[src/rtl/if_stage.sv]
// Instruction fetch stage: an issue register drives the SRAM address, and a response register
// presents the returned word to decode. Stalls, branches and exception redirects are handled here.
module if_stage #(
  parameter logic [31:0] RESET_PC = 32'hbfc00000
) (
  input  logic        clk,
  input  logic        rst,
  input  logic        stall_i,
  input  logic        br_taken_i,
  input  logic [31:0] br_target_i,
  input  logic        flush_i,
  input  logic [31:0] excp_pc_i,
  output logic        inst_sram_en,
  output logic [31:0] inst_sram_addr,
  input  logic [31:0] inst_sram_rdata,
  output logic        if_valid_o,
  output logic [31:0] if_pc_o,
  output logic [31:0] if_inst_o,
  output logic        if_adel_o
);

  logic [31:0] fetch_pc_q, fetch_pc_d;
  logic [31:0] resp_pc_q, resp_pc_d;
  logic        resp_valid_q, resp_valid_d;
  logic        resp_adel_q, resp_adel_d;
  logic        hold_valid_q, hold_valid_d;
  logic [31:0] hold_inst_q, hold_inst_d;

  function automatic logic pc_misaligned(input logic [31:0] pc);
    return (pc[1:0] != 2'b00);
  endfunction

  // Next-state selection; priority is flush, then stall, then branch, then sequential.
  always_comb begin
    fetch_pc_d   = fetch_pc_q;
    resp_pc_d    = resp_pc_q;
    resp_valid_d = resp_valid_q;
    resp_adel_d  = resp_adel_q;
    hold_valid_d = hold_valid_q;
    hold_inst_d  = hold_inst_q;
    if (flush_i) begin
      fetch_pc_d   = excp_pc_i;
      resp_valid_d = 1'b0;
      resp_adel_d  = 1'b0;
      hold_valid_d = 1'b0;
    end else if (stall_i) begin
      // The SRAM keeps re-reading fetch_pc, so the word for resp_pc must be captured once.
      if (!hold_valid_q) begin
        hold_inst_d  = inst_sram_rdata;
        hold_valid_d = 1'b1;
      end else begin
        hold_inst_d  = hold_inst_q;
        hold_valid_d = 1'b1;
      end
    end else if (br_taken_i) begin
      fetch_pc_d   = br_target_i;
      resp_pc_d    = fetch_pc_q;
      resp_valid_d = 1'b0;
      resp_adel_d  = 1'b0;
      hold_valid_d = 1'b0;
    end else begin
      fetch_pc_d   = fetch_pc_q + 32'd4;
      resp_pc_d    = fetch_pc_q;
      resp_valid_d = 1'b1;
      resp_adel_d  = pc_misaligned(fetch_pc_q);
      hold_valid_d = 1'b0;
    end
  end

  // Pipeline state registers.
  always_ff @(posedge clk or posedge rst) begin
    if (rst) begin
      fetch_pc_q   <= RESET_PC;
      resp_pc_q    <= 32'd0;
      resp_valid_q <= 1'b0;
      resp_adel_q  <= 1'b0;
      hold_valid_q <= 1'b0;
      hold_inst_q  <= 32'd0;
    end else begin
      fetch_pc_q   <= fetch_pc_d;
      resp_pc_q    <= resp_pc_d;
      resp_valid_q <= resp_valid_d;
      resp_adel_q  <= resp_adel_d;
      hold_valid_q <= hold_valid_d;
      hold_inst_q  <= hold_inst_d;
    end
  end

  // Output mapping; a misaligned fetch never reads the SRAM and presents a zero word.
  always_comb begin
    inst_sram_addr = fetch_pc_q;
    inst_sram_en   = (!rst) && (!pc_misaligned(fetch_pc_q));
    if_pc_o        = resp_pc_q;
    if_valid_o     = resp_valid_q;
    if_adel_o      = resp_adel_q;
    if (resp_adel_q) begin
      if_inst_o = 32'd0;
    end else if (hold_valid_q) begin
      if_inst_o = hold_inst_q;
    end else begin
      if_inst_o = inst_sram_rdata;
    end
  end

endmodule

[config.mk]
export PLATFORM = sky130hd
export DESIGN_NAME = if_stage
export DESIGN_NICKNAME = d
export VERILOG_FILES = /design/src/rtl/if_stage.sv
export SDC_FILE = /design/constraint.sdc
export NUM_CORES = 1
export LEC_CHECK = 0
export CAP_MARGIN = 10
export CORE_MARGIN = 5
export CORE_UTILIZATION = 58
export CTS_BUF_LIST = sky130_fd_sc_hd__clkbuf_8 sky130_fd_sc_hd__clkbuf_16
export DETAILED_ROUTE_END_ITERATION = 6
export DONT_BUFFER_PORTS = 1
export MAX_ROUTING_LAYER = met4
export PLACE_DENSITY = 0.84
export SLEW_MARGIN = 0
export SYNTH_ARGS = -nofsm -noshare
export SYNTH_HDL_FRONTEND = slang
export SYNTH_SLANG_ARGS = --single-unit
[constraint.sdc]
create_clock -name clk -period 3.3 [get_ports clk]
set_clock_uncertainty 0.1 [all_clocks]
set_input_delay 0.66 -clock clk [delete_from_list [all_inputs] [get_ports clk]]
set_output_delay 0.66 -clock clk [all_outputs]
set_load 0.02 [all_outputs]
**Yosys cells after proc, flatten, opt, wreduce, memory -nomap -nowiden**

Index checks and enable logic that the tools add are counted.

- Add/subtract/negate cells: 1
- Multiplexer cells: 13
- Reduce and logical (&&, ||, !) cells: 6
- Equality and inequality tests: 1
- Bitwise gates (word level): 2

Operators with widths:

| cell | number |
|---|---|
| $mux 32 | 5 |
| $add 32x3->32 const B | 1 |
| $mux 1 | 8 |
| $reduce_and 2->1 | 2 |
| $logic_not 1->1 | 2 |
| $ne 2x1->1 const B | 1 |
| $not 1->1 | 2 |
| $reduce_bool 2->1 | 1 |
| $logic_and 1x1->1 | 1 |

- Word-level logic and storage cells: 29
- Input port bits: 101
- Output and inout bits: 99
- Register bits: 99

**Depth between registers and ports, before layout**

Gate-level depths: netlist of the first run.

- Depth in word-level cells: 4
- Mapped depth: 7
- Mapped depth without buffers: 5

**Worst setup path after synthesis of the first run**

No wires, ideal clock.

- Kind: input-to-reg
- Start point: input port flush_i
- End point: register hold_inst_q[20]
- Slack: 1.279 ns
- Path buffers: 2
- Cell stages on the path: 5
- Library setup time: 0.125 ns
- Arrival time: 1.796 ns
- Data required time: 3.075 ns
- Cell sequence: buf_2 -> nand2b_1 -> nor2_1 -> buf_2 -> mux2_2

- Longest elaborated chain between the ends: 2

RTL lines:

| element | RTL line | text |
|---|---|---|
| start, declared | 11 | `input logic flush_i,` |
| $not 1->1 (no line) | -- |  |
| $reduce_and 2->1 (no line) | -- |  |
| end signal, assigned | 85 | `hold_inst_q <= hold_inst_d;` |
| end, declared | 27 | `logic [31:0] hold_inst_q, hold_inst_d;` |

No other way between the ends.
A chain may end at the register's enable or synchronous reset.

**Worst setup path in the final report of the first run**

- Start point: register hold_valid_q
- End point: output port if_inst_o[25]

- Longest elaborated chain between the ends: 2

RTL lines:

| element | RTL line | text |
|---|---|---|
| start, declared | 26 | `logic hold_valid_q, hold_valid_d;` |
| start signal, assigned | 84 | `hold_valid_q <= hold_valid_d;` |
| $mux 32 | -- |  |
| $mux 32 | 96 | `if (resp_adel_q) begin` |
| end, declared | 18 | `output logic [31:0] if_inst_o,` |

No other way between the ends.

==> results.toml, run 1 <==
[timing]
fin_tns_setup_ns = 0
setup_viol = 0
slew_viol_final = 0
fin_crit_sh_pct = 82.5
rsz0062_at_grt = "false"
slew_headroom_pct = 34.1
min_period_ns = 2.72
hold_violations = 0
worstMarginPinSlew_ns = 0.988
hold_ws_ns = 0.178
max_freq_mhz = 367

[layout]
layout_commonest_cell = "dfrtp_1"
layout_common_cells = "dfrtp_1, mux2_2, nor2_1"
stdcell_count = 670
nNetsFinal = 634
drive_gt1_share_pct = 20.5
areaGrowthSynthToFinish_pct = 5.27
diodes = 0
final_cell_area_sq_um = 5920

[worst_setup_path]
crit_slowest_cell = "dfrtp_2"
critPathLaunch = "hold_valid_q"
path_cells = "mux2i_1, nor2_1"
reg2reg_slack_ns = 0.95
r2r_start = "inst_sram_addr[14]"
reg2reg_depth = 4
slowest_delay_ns = 0.99
start_kind = "flop"
endpoint_kind = "output port"
path_class = "flop to output port"
endpoint = "if_inst_o[25]"
rr_endpoint = "inst_sram_addr[31]"
path_max_fanout = 33
worstPathArrival_ns = 1.96
worstPathRequired_ns = 2.54

[power]
powerDensity_nw_per_um2 = 554
p_leak_nw = 2.36
p_total_mw = 3.28
ir_drop_v = 0.000323

[clocking]
cts_resized = 0
clockBufferDepth = 2
cts_buffers = 9
holdBufCountCts = 0
cts_setup_buffers = 0
clk_pin_slew_ns = 0.10
htree_levels = 3
tritoncts = "yes"
cts.sinks = 99
root_buffer = "clkbuf_8"
insertion_delay_ns = 0.38

[synthesis]
ys_seq_elements = 99
synth_area_leader_cell = "dfrtp_1"
synth_largest_type_area_fraction_pct = 40.1
ys_seq_area_share_pct = 44.3
avgSynthCellArea_sq_um = 10.1
synth.area.top_cells = "dfrtp_1, mux2_2, mux2i_1"
syn_nets = 658
ys_types = 64
synth_flop_cell = "dfrtp_1"
synth_edf_count = 0
synthCells = 556
yosysWarnings = 0
ys_async_sr_fraction_pct = 100
syn_area_sq_um = 5620

[routing]
via_count = 4556
wl_per_cell_microns = 22.9
drtIter0Drc = 396
first_pass_iters = 6
wirelength_microns = 15300
vias_per_cell = 6.80
drcViolationCount = 0
ant_nets = 0

[global_routing]
grt_overflow = 0
grt_pass1_vias = 4766
grt_max_degree = 64
grt_pass1_wl_microns = 24200
track_usage_pct = 27.0
antenna_found_initial = 0

[placement]
gp_congestion = 0.900
numPortBuffers = 0
dp_hpwl_microns = 11000
place_inst = 654
dpl-instance-area_sq_um = 5690

[floorplan]
ioPinCount = 200
coreArea_sq_um = 9590
die_w_microns = 108
die_h_microns = 108
rows = 36
start_util_pct = 58.6
die-area_sq_um = 11800

[flow_run]
max_cap_violations = 0

[worst_hold_path]
hp-class = "input pin to asynchronous set/reset pin"

[run_status]
status = "completed"
[synthesized netlist by cell type, types with 8 or more instances]
library cell  instances
dfrtp_1              90
mux2_2               60
nor2_1               56
mux2i_1              36
nand2_1              34
o21ai_0              29
buf_2                21
a21oi_1              19
clkbuf_1             18
inv_1                13
nand3_1              13
nor3_1               12
dfstp_2               9
a211oi_1              8
nand4_1               8
o211ai_1              8
[kinds of logic (layout without fill, tap and decap cells)]
| logic type | after synthesis | count (layout) | share of synthesized area, % |
|---|---|---|---|
| buf+inv | 57 | 38 | 4.47 |
| mux | 101 | 101 | 19.4 |
| simple gates | 169 | 169 | 15.6 |
| compound gates | 129 | 129 | 16.0 |
| flops | 99 | 99 | 44.3 |
| fa+ha+maj | 1 | 1 | 0.222 |
[power breakdown]
part	internal, mW	switching, mW
combinational	0.265	0.295
clock	0.433	0.448
sequential	1.43	0.406
total	2.13	1.15
[flip-flops by register name, indices dropped and copies added (netlist names)]
signal and count:
hold_inst_q 32, hold_valid_q 1, if_adel_o 1, if_pc_o 32
if_valid_o 1, inst_sram_addr 32
[cell type report]
type | count | area [sq um]
Clock buffer | 9 | 124
Clock inverter | 7 | 101
Fill cell | 785 | 3670
Inverter | 13 | 52.6
Multi-Input combinational cell | 400 | 2890
Sequential cell | 99 | 2490
Tap cell | 133 | 166
Timing Repair Buffer | 9 | 92.6
[worst min-delay path by stage]
stage,start,to,slack (ns),cells past startpoint
2_1_floorplan,hold_inst_q[18],hold_inst_q[18],0.36,1
3_3_place_gp,hold_inst_q[28],hold_inst_q[28],0.37,1
3_5_place_dp,hold_inst_q[27],hold_inst_q[27],0.38,1
4_1_cts,rst,if_pc_o[3],0.20,1
5_1_grt,flush_i,if_valid_o,0.21,1
6_report,rst,if_pc_o[1],0.18,1
[layer usage]
layer	GRT usage, %	routed length (microns)	share of wire (%)	up-vias
met5	-	0	0	-
met4	12.2	480	3.1	0
met3	8.72	1750	11	44
met2	42.6	7460	49	297
met1	31.5	5640	37	2202
li1	-	-	-	2013
[metrics by stage]
| step | setup slack, ns | util (%) |
|---|---|---|
| after floorplan | 1.28 | - |
| after global placement | 0.984 | 59.4 |
| after detailed placement | 0.929 | 59.4 |
| after CTS | 0.546 | 61.7 |
| after global routing | 0.469 | 61.7 |
| final | 0.576 | 61.7 |
[worst max-delay path, delay by kind of cell, from the launching register on]
kind	cells	cell delay, ns
simple gates	1	0.35
mux	1	0.20
flops	1	0.99
No activity file was read; power rests on OpenSTA's default activity.
==> run 2, diff against run 1 <==
Settings changed: CORE_UTILIZATION 58 to 60.
Clock period 3.3 ns to 2.7 ns, I/O delays scaled along.
==> run 2 against run 1 <==
Wire length decreased by 1.3%; design area unchanged; die area decreased by 3.0%; final cell count decreased by 3.0%; sequential power rose by 21%; critical path depth rose by 2; utilization increased by 2.7 points; first-iteration DRC count fell by 22%; largest cell class unchanged; largest power group unchanged; clock-buffer cell count unchanged; global-route usage rose by 0.56 points; the flow now finishes with violations (design-rule violations).
==> results.toml, run 2 (same netlist as run 1, synthesis figures left out) <==
[run_status]
status = "finished, violations left"
violations = "design-rule violations"

[layout]
layout_commonest_cell = "dfrtp_1"
fillers = 743
multi_input_area_sq_um = 2890
areaGrowthSynthToFinish_pct = 5.27
nNetsFinal = 636
drive_gt1_share_pct = 20.6
layout_common_cells = "dfrtp_1, mux2_2, nor2_1"
regArea_sq_um = 2490
diodes = 0

[worst_hold_path]
hp-class = "input pin to asynchronous set/reset pin"

[timing]
rsz0062_at_grt = "false"
max_freq_mhz = 452
worstMarginPinSlew_ns = 0.879
min_period_ns = 2.21
fin_crit_sh_pct = 81.9
hold_violations = 0
setup_slack_ns = 0.489
slew_viol_final = 0
fin_tns_setup_ns = 0
setup_viol = 0
slew_headroom_pct = 41.3

[clocking]
cts_buffers = 9
cts.sinks = 99
cts_setup_buffers = 0
htree_levels = 3
cts_resized = 0
tritoncts = "yes"
clk_pin_slew_ns = 0.10
holdBufCountCts = 0
insertion_delay_ns = 0.36
clockBufferDepth = 2
root_buffer = "clkbuf_8"

[flow_run]
max_cap_violations = 0

[worst_setup_path]
worstPathArrival_ns = 2.37
start_kind = "flop"
reg2reg_slack_ns = 0.49
endpoint = "inst_sram_addr[14]"
worstPathRequired_ns = 2.86
path_cells = "nand4_2, nor4_2, o21ai_0, a22o_1"
path_max_fanout = 10
crit_slowest_cell = "dfrtp_1"
r2r_start = "inst_sram_addr[9]"
endpoint_kind = "flop"
slowest_delay_ns = 0.65
critPathLaunch = "inst_sram_addr[9]"
path_class = "flop to flop"
reg2reg_depth = 4
rr_endpoint = "inst_sram_addr[14]"

[routing]
wirelength_microns = 15100
vias_per_cell = 6.92
wl_per_cell_microns = 23.3
drtIter0Drc = 310
via_count = 4499
ant_nets = 0
drcViolationCount = 3
first_pass_iters = 7

[placement]
pre_cts_ws_ns = 0.559
gp_congestion = 0.920
numPortBuffers = 0
dp_hpwl_microns = 10900

[floorplan]
die_h_microns = 107
start_util_pct = 61.1
ioPinCount = 200
rows = 35
coreArea_sq_um = 9200
die-area_sq_um = 11400
die_w_microns = 107

[power]
powerDensity_nw_per_um2 = 662
ir_drop_v = 0.000359
p_leak_nw = 2.37

[global_routing]
grt_overflow = 0
grt_max_degree = 64
track_usage_pct = 27.6
grt_pass1_vias = 4704
antenna_found_initial = 0
grt_pass1_wl_microns = 24500
[run 2: changes by cell type in the layout (fill, tap and decap cells not counted)]
cell       delta
buf_12        +3
inv_6         +2
inv_1         +1
clkinv_2      -1
bufinv_16     -1
buf_4         -1
inv_8         -1
[run 2: worst max-delay path: cells and delay by family (launching register included)]
family,cells,cell delay (ns)
AOI/OAI and AO/OA,2,0.45
and+or+nand+nor,2,0.92
DFF,1,0.65
[run 2: area by class of cell]
type / count / area share, %
clock inverters: 7 / 1.29
repair buffers: 11 / 2.45
flip-flops and latches: 99 / 42.1
multi-input cells: 400 / 48.9
clock buffers: 9 / 2.09
inverters: 13 / 0.888
well taps: 111 / 2.35
[run 2: metal layers]
metal  wire length [microns]  global-route usage (%)  part of all wire (%)
met1                    5980                    34.7                    40
met2                    7340                    44.4                    48
met3                    1500                    6.20                   9.9
met4                     311                    9.22                   2.1
met5                       0                       -                     0
[run 2: per-stage QoR]
step                      cells  total power, mW  util (%)  hold WS [ns]  instance area [sq um]
final                       650             3.92      64.4         0.107                   5920
after global routing        650             4.14      64.4         0.113                   5920
after CTS                   650             3.94      64.4         0.112                   5920
after detailed placement    634             2.97      62.2         0.382                   5720
after global placement      634             2.92      62.2         0.368                   5720
after floorplan             556             2.79         -         0.358                   5630
[run 2: worst min path at each step]
stage,start,end,slack (ns),cells after the start
CTS,flush_i,if_adel_o,0.11,1
global route,flush_i,if_adel_o,0.11,1
global placement,hold_inst_q[18],hold_inst_q[18],0.37,1
finish,rst,hold_inst_q[8],0.11,1
detailed placement,hold_inst_q[18],hold_inst_q[18],0.38,1
floorplan,hold_inst_q[18],hold_inst_q[18],0.36,1
[run 2: report_power, final]
part / switching, mW / internal (mW) / total [mW] / leakage (nW)
logic: 0.385 / 0.332 / 0.717 / 1.09
registers: 0.474 / 1.75 / 2.22 / 1.18
clock network: 0.542 / 0.436 / 0.977 / 0.102
total: 1.40 / 2.52 / 3.92 / 2.37
==> run 3, diff against run 2 <==
Clock period 2.7 ns to 2.3 ns, I/O delays scaled along.
==> run 3 against run 2 <==
The flow now finishes without violations; flip-flop and latch count stayed put; sequential power rose by 15%; wire length rose by 1.4%; non-clock buffer count increased by 13; global-route usage grew 0.11 points; critical path depth fell by 1; design area up 2.0%; worst setup slack got worse by 0.44 ns; power up 19%; utilization up 1.3 points; final cell count up 2.0%; sequential share of layout area is 0.80 points lower.
==> results.toml, run 3 (same netlist as run 1, synthesis figures left out) <==
[worst_setup_path]
worstPathArrival_ns = 1.69
r2r_start = "inst_sram_addr[4]"
path_class = "flop to output port"
start_kind = "flop"
slowest_delay_ns = 0.64
endpoint_kind = "output port"
rr_endpoint = "inst_sram_addr[24]"
cp_top_family = "flip-flops"
path_max_fanout = 18
worstPathRequired_ns = 1.74
cp.depth = 3
reg2reg_slack_ns = 0.15
crit_slowest_cell = "dfrtp_4"
path_cells = "buf_16, mux2i_1, nor2_1"
crit_buf_inv = 1
reg2reg_depth = 4

[clocking]
cts_buffers = 9
cts.sinks = 99
root_buffer = "clkbuf_8"
insertion_delay_ns = 0.36
htree_levels = 3
clockBufferDepth = 2
tritoncts = "yes"
clk_pin_slew_ns = 0.10

[routing]
ant_nets = 0
vias_per_cell = 6.86
first_pass_iters = 7
wirelength_microns = 15300
via_count = 4546
wl_per_cell_microns = 23.1
drcViolationCount = 0
drtIter0Drc = 406

[layout]
nNetsFinal = 649
layout_commonest_cell = "dfrtp_1"
drive_gt1_share_pct = 23.0
areaGrowthSynthToFinish_pct = 7.41
layout_common_cells = "dfrtp_1, mux2_2, nor2_1"
diodes = 0
final_util_pct = 65.7

[power]
p_comb_share_pct = 20.3
p_int_mw = 3.02
ir_drop_v = 0.000490
p_sw_share_pct = 35.2
seqPwrFrac_pct = 54.7
pwr-share-clk_pct = 25.0
p_leak_nw = 2.44
powerDensity_nw_per_um2 = 772
switching_power_mw = 1.64

[timing]
fin_tns_setup_ns = 0
min_period_ns = 2.25
worstMarginPinSlew_ns = 0.684
hold_violations = 0
setup_viol = 0
slew_headroom_pct = 54.4
slew_viol_final = 0
fin_crit_sh_pct = 97.7
max_freq_mhz = 445

[placement]
dp_hpwl_microns = 11000
gp_congestion = 0.878
numPortBuffers = 0

[global_routing]
grt_pass1_vias = 4856
grt_max_degree = 64
grt_pass1_wl_microns = 24700
grt_overflow = 0
antenna_found_initial = 0
track_usage_pct = 27.7

[worst_hold_path]
worstHoldStart = "flush_i"
hold_end = "if_adel_o"
min_path_cells = 1
hp-class = "input pin to flop"

[floorplan]
rows = 35
die-area_sq_um = 11400
die_w_microns = 107
coreArea_sq_um = 9200
die_h_microns = 107
start_util_pct = 61.1
ioPinCount = 200

[run_status]
status = "completed"

[flow_run]
max_cap_violations = 0
[run 3: cell types whose count changed in the layout (fill, tap and decap cells not counted), sizes merged]
cell	delta
clkbuf	+1
inv	-1
clkinv	-1
buf	+12
clkinvlp	+1
dlygate4sd3	+1
[run 3: cell type report]
class                   instances  area [sq um]
multi-input cells             400          2910
inverters                      13          52.6
fillers                       687          3160
flip-flops and latches         99          2490
repair buffers                 24           240
clock buffers                  10           138
clock inverters                 6          71.3
well taps                     111           139
[run 3: worst max-delay path by stage]
stage / startpoint / end
after floorplan: inst_sram_addr[2] / inst_sram_addr[24]
after global placement: inst_sram_addr[17] / inst_sram_addr[31]
after detailed placement: hold_valid_q / if_inst_o[25]
after CTS: hold_valid_q / if_inst_o[25]
after global routing: hold_valid_q / if_inst_o[6]
final: hold_valid_q / if_inst_o[24]
[run 3: power by group through the flow]
stage | Combinational, mW | Sequential [mW] | Clock, mW
3_5_place_dp | 0.931 | 2.59 | 0
4_1_cts | 0.936 | 2.56 | 1.20
2_1_floorplan | 0.753 | 2.52 | 0
5_1_grt | 1.04 | 2.60 | 1.27
3_3_place_gp | 0.891 | 2.56 | 0
6_report | 0.947 | 2.55 | 1.17
[run 3: timing repair]
item | in CTS | in global routing
resized for setup | 1 | 4
hold endpoints to repair | 13 | 0
hold buffers | 1 | 0
buffers inserted | 0 | 1
endpoints found under the setup margin | 32 | 11
[run 3: stage by stage]
step           setup WS, ns  power, mW  hold slack (ns)  instance area [sq um]  instances
6_report             0.0533       4.66           0.0517                   6040        663
5_1_grt            -0.00272       4.91           0.0324                   6040        663
4_1_cts              0.0372       4.69           0.0367                   6000        662
3_5_place_dp          0.200       3.52            0.268                   5780        645
3_3_place_gp          0.226       3.46            0.256                   5780        645
2_1_floorplan         0.330       3.27            0.358                   5630        556
[run 3: metal layers]
layer  routed length [microns]  global-route usage, %  up-vias
li1                          -                      -     2043
met1                      5850                   33.8     2203
met2                      7620                   44.0      268
met3                      1530                   7.16       32
met4                       340                   11.2        0
met5                         0                      -        -
